## src/rtl/seq_ctrl_pkg.sv

```systemverilog
// Shared encodings and defaults for the serial scan arbiter.
// Imported by the arbiter top and the detector core.
package seq_ctrl_pkg;

    typedef enum logic [1:0] {
        IDLE  = 2'd0,
        SHIFT = 2'd1,
        RESP  = 2'd2
    } state_t;

    localparam int         DEF_PLEN    = 4;
    localparam logic [3:0] DEF_PATTERN = 4'b1011;

    function automatic int cnt_w(input int w);
        return $clog2(w + 1);
    endfunction

endpackage

```

## src/rtl/seq_det_core.sv

```systemverilog
// Bit-serial Mealy detector with overlapping matches.
// The fill counter keeps a freshly cleared history from matching.
module seq_det_core
    import seq_ctrl_pkg::*;
#(
    parameter int              PLEN    = DEF_PLEN,
    parameter logic [PLEN-1:0] PATTERN = DEF_PATTERN
) (
    input  logic clk,
    input  logic rst,
    input  logic clr,
    input  logic en,
    input  logic bit_in,
    output logic match
);

    localparam int            FW   = $clog2(PLEN);
    localparam logic [FW-1:0] FMAX = FW'(PLEN - 1);

    logic [PLEN-2:0] hist;
    logic [FW-1:0]   fill;
    logic [PLEN-1:0] win;

    assign win   = {hist, bit_in};
    assign match = (fill == FMAX) && (win == PATTERN);

    always_ff @(posedge clk or negedge rst) begin
        if (!rst) begin
            hist <= '0;
            fill <= '0;
        end else if (clr) begin
            hist <= '0;
            fill <= '0;
        end else if (en) begin
            hist <= win[PLEN-2:0];
            if (fill != FMAX)
                fill <= fill + 1'b1;
        end
    end

endmodule

```

## src/rtl/seq_scan_arb.sv

```systemverilog
// Round-robin front end sharing one serial detector between two
// word sources; returns a per-bit hit mask over valid/ready.
module seq_scan_arb
    import seq_ctrl_pkg::*;
#(
    parameter int              W       = 8,
    parameter int              PLEN    = DEF_PLEN,
    parameter logic [PLEN-1:0] PATTERN = DEF_PATTERN
) (
    input  logic                  clk,
    input  logic                  rst,
    input  logic                  req0,
    input  logic                  req1,
    input  logic [W-1:0]          data0,
    input  logic [W-1:0]          data1,
    output logic                  gnt0,
    output logic                  gnt1,
    output logic                  res_valid,
    input  logic                  res_ready,
    output logic                  res_src,
    output logic [W-1:0]          res_hits,
    output logic [cnt_w(W)-1:0]   res_count,
    output logic                  busy
);

    localparam int IW = $clog2(W);
    localparam int CW = cnt_w(W);

    state_t        state;
    logic          ptr;
    logic [W-1:0]  word;
    logic [IW-1:0] idx;
    logic          bit_in;
    logic          match;
    logic          det_en;
    logic          det_clr;

    // Grants are masked while reset is held so they read 0 in reset.
    always_comb begin
        gnt0 = 1'b0;
        gnt1 = 1'b0;
        if (rst && state == IDLE) begin
            gnt0 = req0 && (!ptr || !req1);
            gnt1 = req1 && (ptr || !req0);
        end
    end

    assign bit_in    = word[idx];
    assign det_en    = (state == SHIFT);
    assign det_clr   = gnt0 | gnt1;
    assign busy      = (state != IDLE);
    assign res_valid = (state == RESP);

    always_comb begin
        res_count = '0;
        for (int i = 0; i < W; i++)
            res_count = res_count + CW'(res_hits[i]);
    end

    seq_det_core #(
        .PLEN    (PLEN),
        .PATTERN (PATTERN)
    ) u_det (
        .clk    (clk),
        .rst    (rst),
        .clr    (det_clr),
        .en     (det_en),
        .bit_in (bit_in),
        .match  (match)
    );

    always_ff @(posedge clk or negedge rst) begin
        if (!rst) begin
            state    <= IDLE;
            ptr      <= 1'b0;
            word     <= '0;
            idx      <= '0;
            res_src  <= 1'b0;
            res_hits <= '0;
        end else begin
            unique case (state)
                IDLE: begin
                    if (gnt0 || gnt1) begin
                        word     <= gnt1 ? data1 : data0;
                        res_src  <= gnt1;
                        res_hits <= '0;
                        idx      <= IW'(W - 1);
                        ptr      <= gnt0;
                        state    <= SHIFT;
                    end
                end
                SHIFT: begin
                    res_hits[idx] <= res_hits[idx] | match;
                    if (idx == '0)
                        state <= RESP;
                    else
                        idx <= idx - 1'b1;
                end
                RESP: begin
                    if (res_ready)
                        state <= IDLE;
                end
                default: state <= IDLE;
            endcase
        end
    end

endmodule

```

## config.mk

```make
export PLATFORM = sky130hd
export DESIGN_NAME = seq_scan_arb
export DESIGN_NICKNAME = d
export VERILOG_FILES = /design/src/rtl/seq_ctrl_pkg.sv /design/src/rtl/seq_det_core.sv /design/src/rtl/seq_scan_arb.sv
export SDC_FILE = /design/constraint.sdc
export NUM_CORES = 1
export LEC_CHECK = 0
export CORE_ASPECT_RATIO = 1.5
export CORE_UTILIZATION = 35
export CTS_CLUSTER_SIZE = 8
export DETAILED_ROUTE_END_ITERATION = 6
export HOLD_SLACK_MARGIN = 0.1
export MAX_ROUTING_LAYER = met4
export PLACE_DENSITY = 0.68
export SLEW_MARGIN = 20
export SYNTH_ARGS = -nofsm -noshare
export SYNTH_HDL_FRONTEND = slang
export SYNTH_SLANG_ARGS = --single-unit
```

## constraint.sdc

```tcl
create_clock -name clk -period 4.26 [get_ports clk]
set_clock_uncertainty 0.05 [all_clocks]
set_input_delay 0.852 -clock clk [delete_from_list [all_inputs] [get_ports clk]]
set_output_delay 0.852 -clock clk [all_outputs]
set_load 0.02 [all_outputs]
```

== Word level (Yosys, flattened, before mapping) ==
Index checks and enable logic that the tools add are counted.

* Bits of input ports: 21
* Flip-flop bits (word level): 28
* Logic and storage cells: 76

* $lt $le $gt $ge: 2
* Equality and inequality tests: 9
* Reduce and logical (&&, ||, !) cells: 22
* Bitwise logic cells: 2
* Add/sub/neg operators: 9
* Multiplexer cells: 24

{| class="wikitable"
|+ Operators by type and width
! kind !! number
|-
| $add A4 B1 Y4 || 4
|-
| $mux W8 || 2
|-
| $pmux W8 S2 || 1
|-
| $mux W2 || 6
|-
| $mux W3 || 4
|-
| $bwmux W8 || 1
|-
| $reduce_bool A2 Y1 || 4
|-
| $bmux W1 S3 || 2
|-
| $ne A2 B1 Y1 const B || 3
|-
| $pmux W2 S3 || 1
|-
| $pmux W3 S2 || 1
|-
| $reduce_and A2 Y1 || 3
|-
| $reduce_and A3 Y1 || 2
|-
| $logic_and A1 B1 Y1 || 5
|-
| $mux W1 || 5
|-
| $add A3 B1 Y4 || 1
|-
| $eq A2 B2 Y1 const B || 2
|-
| $eq A4 B4 Y1 const B || 1
|-
| $lt A3 B4 Y1 const B || 1
|-
| $ne A2 B2 Y1 const B || 2
|-
| $add A2 B1 Y3 || 1
|-
| $demux W1 S3 || 1
|-
| $ge A3 B1 Y1 const B || 1
|-
| $logic_not A1 Y1 || 3
|-
| other kinds (8) || 11
|}

== Longest topological paths before layout ==
Gate-level depths: netlist of run 1.

* Word-level depth: 7
* Depth in mapped cells: 9
* Mapped depth without buffers: 9

== Cells and area by module ==
From an unflattened synthesis of run 1, not the netlist that was laid out.

* Cells, all modules: 167
* Area total of the unflattened synthesis: 1662.8 um2

{| class="wikitable"
|+ Modules (own cells, without submodules)
! module !! times used !! cells an instance !! area an instance (um2)
|-
| seq_scan_arb || 1 || 146 || 1413.9
|-
| seq_det_core || 1 || 21 || 249.0
|}

== Worst setup path before layout of run 1 ==
OpenSTA, ideal clock, no wires.

* Path type: register -> output
* From: reg res_hits[0]
* To: out res_count[2]
* Setup slack: 0.414 ns
* Arrival: 2.944 ns
* Path buffers: 0
* Cell stages (with the launch flop): 10
* Data required time: 3.358 ns
* Cell sequence: dfrtp_1 > fa_1 > inv_1 > fa_1 > fa_1 > inv_1 > ha_1 > inv_1 > fa_1 > xnor2_1

* Cells in the longest elaborated chain, start to end: 7

{| class="wikitable"
|+ Ends and longest elaborated chain
! item !! RTL line !! RTL
|-
| from (decl) || seq_scan_arb.sv:21 || <nowiki>output logic [W-1:0] res_hits,</nowiki>
|-
| from (signal, indexed assignment) || seq_scan_arb.sv:93 || <nowiki>res_hits[idx] <= res_hits[idx] | match;</nowiki>
|-
| $add A1 B1 Y2 || seq_scan_arb.sv:57 || <nowiki>res_count = res_count + CW'(res_hits[i]);</nowiki>
|-
| $add A2 B1 Y3 || seq_scan_arb.sv:57 ||
|-
| $add A3 B1 Y4 || seq_scan_arb.sv:57 ||
|-
| $add A4 B1 Y4 (4 in a row) || seq_scan_arb.sv:57 ||
|-
| to (decl) || seq_scan_arb.sv:22 || <nowiki>output logic [cnt_w(W)-1:0] res_count,</nowiki>
|}

No other way between the ends.

== Final worst setup path of run 1 ==
* From: reg res_hits[0]
* To: out res_count[3]

The elaborated chain is that of the path after synthesis.

==> flow_metrics.env, run 1 <==
export IMPL_status="finished clean"
export IMPL_netlist_area_um2=1690
export IMPL_vdd_ir_drop_max_mv=0.304
export IMPL_htreeDepth=1
export IMPL_critPathKind="flip-flop to primary output"
export IMPL_path_clk_slew_ns=0.10
export IMPL_finalWirelength_mm=3.72
export IMPL_drtPass1Iterations=4
export IMPL_drc=0
export IMPL_worstSetupEndpointType="primary output"
export IMPL_powerDensity_nw_per_um2=559
export IMPL_power_leakage_nw=0.910
export IMPL_period_minus_slack_ns=4.11
export IMPL_dpl_hpwl_mm=2.81
export IMPL_synth_edf_count=0
export IMPL_dp_cells=265
export IMPL_cts_tree="built"
export IMPL_drv_cap=0
export IMPL_antenna_cells=0
export IMPL_timing_final_crit_share_pct=96.6
export IMPL_async_flop_share_pct=100
export IMPL_ioPinCount=38
export IMPL_setup_viol=0
export IMPL_grt_pass1_wl_mm=6.33
export IMPL_critPathMaxFanout=3
export IMPL_synth_warnings=0
export IMPL_seq_area_frac_synth_pct=41.6
export IMPL_die_w_um=58.7
export IMPL_clk_latency_ns=0.27
export IMPL_drt_first_iter_violations=29
export IMPL_dieArea_um2=5100
export IMPL_cp_arrival_ns=3.21
export IMPL_synthCells=173
export IMPL_routedWlPerCell_um=13.8
export IMPL_startpoint_type="flip-flop"
export IMPL_drv_slew=0
export IMPL_yosys_most_used_dff="dfrtp_1"
export IMPL_cts_buffers_inserted=3
export IMPL_hold_class="flip-flop to flip-flop"
export IMPL_antenna_found_initial=0
export IMPL_drt_vias_per_instance=5.25
export IMPL_antenna_left=0
export IMPL_numPortBuffers=37
export IMPL_grt_max_degree=30
export IMPL_stdcell_count=269
export IMPL_utilization_pct=47.5
export IMPL_die_h_um=87.0
export IMPL_core_um2=4580
export IMPL_tns_ns=0
export IMPL_numClockSinks=28
export IMPL_ff2ff_setup_slack_ns=2.05
export IMPL_num_vias=1412
export IMPL_nets=237
export IMPL_yosysUniqueCellTypes=38
export IMPL_clock_path_buffers=2
export IMPL_worst_pin_slew_ns=0.924
export IMPL_grt_setup_unrepaired="no"
export IMPL_grt_pass1_vias=1396
export IMPL_fillers=461
export IMPL_grt_usage_pct=16.6
export IMPL_initial_core_util_pct=36.8
export IMPL_gp_congestion=0.773
export IMPL_worstPathRequired_ns=3.36
export IMPL_hold_viol=0
export IMPL_syn_nets=204
export IMPL_syn_avg_cell_area_um2=9.74
export IMPL_relSlewSlack_pct=38.2
export IMPL_grt_overflow_total=0
export IMPL_rows=30
export IMPL_clockRootBuffer="clkbuf_8"
export IMPL_hold_buffers=0
export IMPL_synth_ff_latch_count=28
export IMPL_area_delta_synth_final_pct=29.0
export IMPL_fmax_mhz=243
export IMPL_layout_drive_gt1_share_pct=9.27
-- cell usage in the layout, fill, tap and decap left out, types with 2 or more instances in the layout --
| cell | count |
|---|---|
| clkdlybuf4s50_1 | 35 |
| dfrtp_1 | 28 |
| inv_1 | 14 |
| a21oi_1 | 14 |
| nand2_1 | 11 |
| a32o_1 | 8 |
| nand4_1 | 8 |
| o31ai_1 | 8 |
| a31oi_1 | 8 |
| nor3_1 | 6 |
| nand2b_1 | 6 |
| nor2_1 | 6 |
| ha_1 | 6 |
| nor2b_1 | 5 |
| buf_4 | 5 |
| fa_1 | 4 |
| mux2_4 | 3 |
| o21ai_0 | 3 |
| clkbuf_8 | 3 |
| or2_2 | 2 |
| xnor2_1 | 2 |
| clkbuf_2 | 2 |
-- repair_timing --
action                     in CTS  in global routing
gates cloned                    0                  0
setup buffers                   0                  0
setup endpoints to repair       2                  2
resized for setup               3                  4
-- cells in the mapped netlist (2+ instances only) --
cell type | n | area share, %
a31oi_1 | 8 | 3.0
fa_1 | 4 | 4.8
mux2_4 | 3 | 2.7
nor3_1 | 6 | 1.8
xnor2_1 | 2 | 1.0
nor2_1 | 6 | 1.3
nand2_1 | 11 | 2.4
clkbuf_1 | 12 | 2.7
o21ai_0 | 3 | 0.89
dfrtp_1 | 28 | 42
nand4_1 | 8 | 3.0
a32o_1 | 8 | 4.8
a21oi_1 | 14 | 4.2
nand2b_1 | 6 | 2.2
ha_1 | 6 | 4.5
or2_2 | 2 | 0.74
inv_1 | 14 | 3.1
nor2b_1 | 5 | 1.9
o31ai_1 | 8 | 3.6
-- report_power, final --
| part | switching (mW) | leakage [nW] | internal [mW] |
|---|---|---|---|
| logic | 0.285 | 0.529 | 0.260 |
| registers | 0.100 | 0.345 | 0.361 |
| clock network | 0.0830 | 0.0357 | 0.126 |
-- per-stage QoR --
step	worst slack [ns]	cell area, um^2	hold slack (ns)	total power, mW
finish	0.146	2170	0.459	1.21
global route	0.000158	2170	0.474	1.31
CTS	0.00366	2180	0.451	1.22
detailed placement	0.00858	2110	0.423	1.02
global placement	0.123	2110	0.424	1.01
floorplan	0.414	1690	0.447	0.866
-- critical path: stages, from the launching register on --
cell             delay [ns]
dfrtp_1                0.42
fa_1                   0.54
inv_1                  0.05
fa_1                   0.45
fa_1                   0.42
inv_1                  0.08
ha_1                   0.22
a21oi_1                0.16
nor2b_1                0.06
clkdlybuf4s50_1        0.53
-- path summary, 6_finish.rpt --
check | start | to | cells after the start
worst max-delay path | res_hits[0] | res_count[3] | 9
worst min-delay path | res_src | res_src | 1
worst max register to register | state[0] | word[1] | 4
worst min register to register | res_src | res_src | 1
max in group asynchronous | rst | idx[2] | 2
min in group asynchronous | rst | ptr | 2
-- cells by family (layout without fill, tap and decap cells) --
family / Yosys count / count (layout) / synth area share [%]
compound gates: 47 / 47 / 19.2
xor+xnor: 2 / 2 / 1.04
fa+ha+maj: 10 / 10 / 9.21
buf+inv: 29 / 61 / 6.90
flops: 28 / 28 / 41.6
mux: 5 / 5 / 4.68
simple gates: 52 / 52 / 17.4
-- state kept, by name, indices dropped and copies added (netlist names) --
name	flops
u_det.fill	2
word	8
u_det.hist	3
state	2
ptr	1
res_hits	8
res_src	1
idx	3
-- metal layers --
metal | track usage (%) | wire [um] | vias up
li1 | - | - | 690
met1 | 18.8 | 1540 | 678
met2 | 29.8 | 1960 | 39
met3 | 2.23 | 164 | 5
met4 | 5.19 | 45 | 0
met5 | - | 0 | -
-- final cells by class --
cell class	instances	area, um^2	area share, %
Clock inverter	1	30.0	1.38
Inverter	15	56.3	2.59
Timing Repair Buffer	42	398	18.3
Multi-Input combinational cell	116	868	39.9
Tap cell	64	80.1	3.68
Clock buffer	3	41.3	1.90
Sequential cell	28	701	32.2
Power figures use the tool's default switching activity.
==> inputs of run 2 (changes only) <==
CAP_MARGIN = 15   (was not set)
CTS_CLUSTER_SIZE = not set   (was 8)
==> results of run 2 <==
Final layout, timing and power as in run 1 (identical DEF).
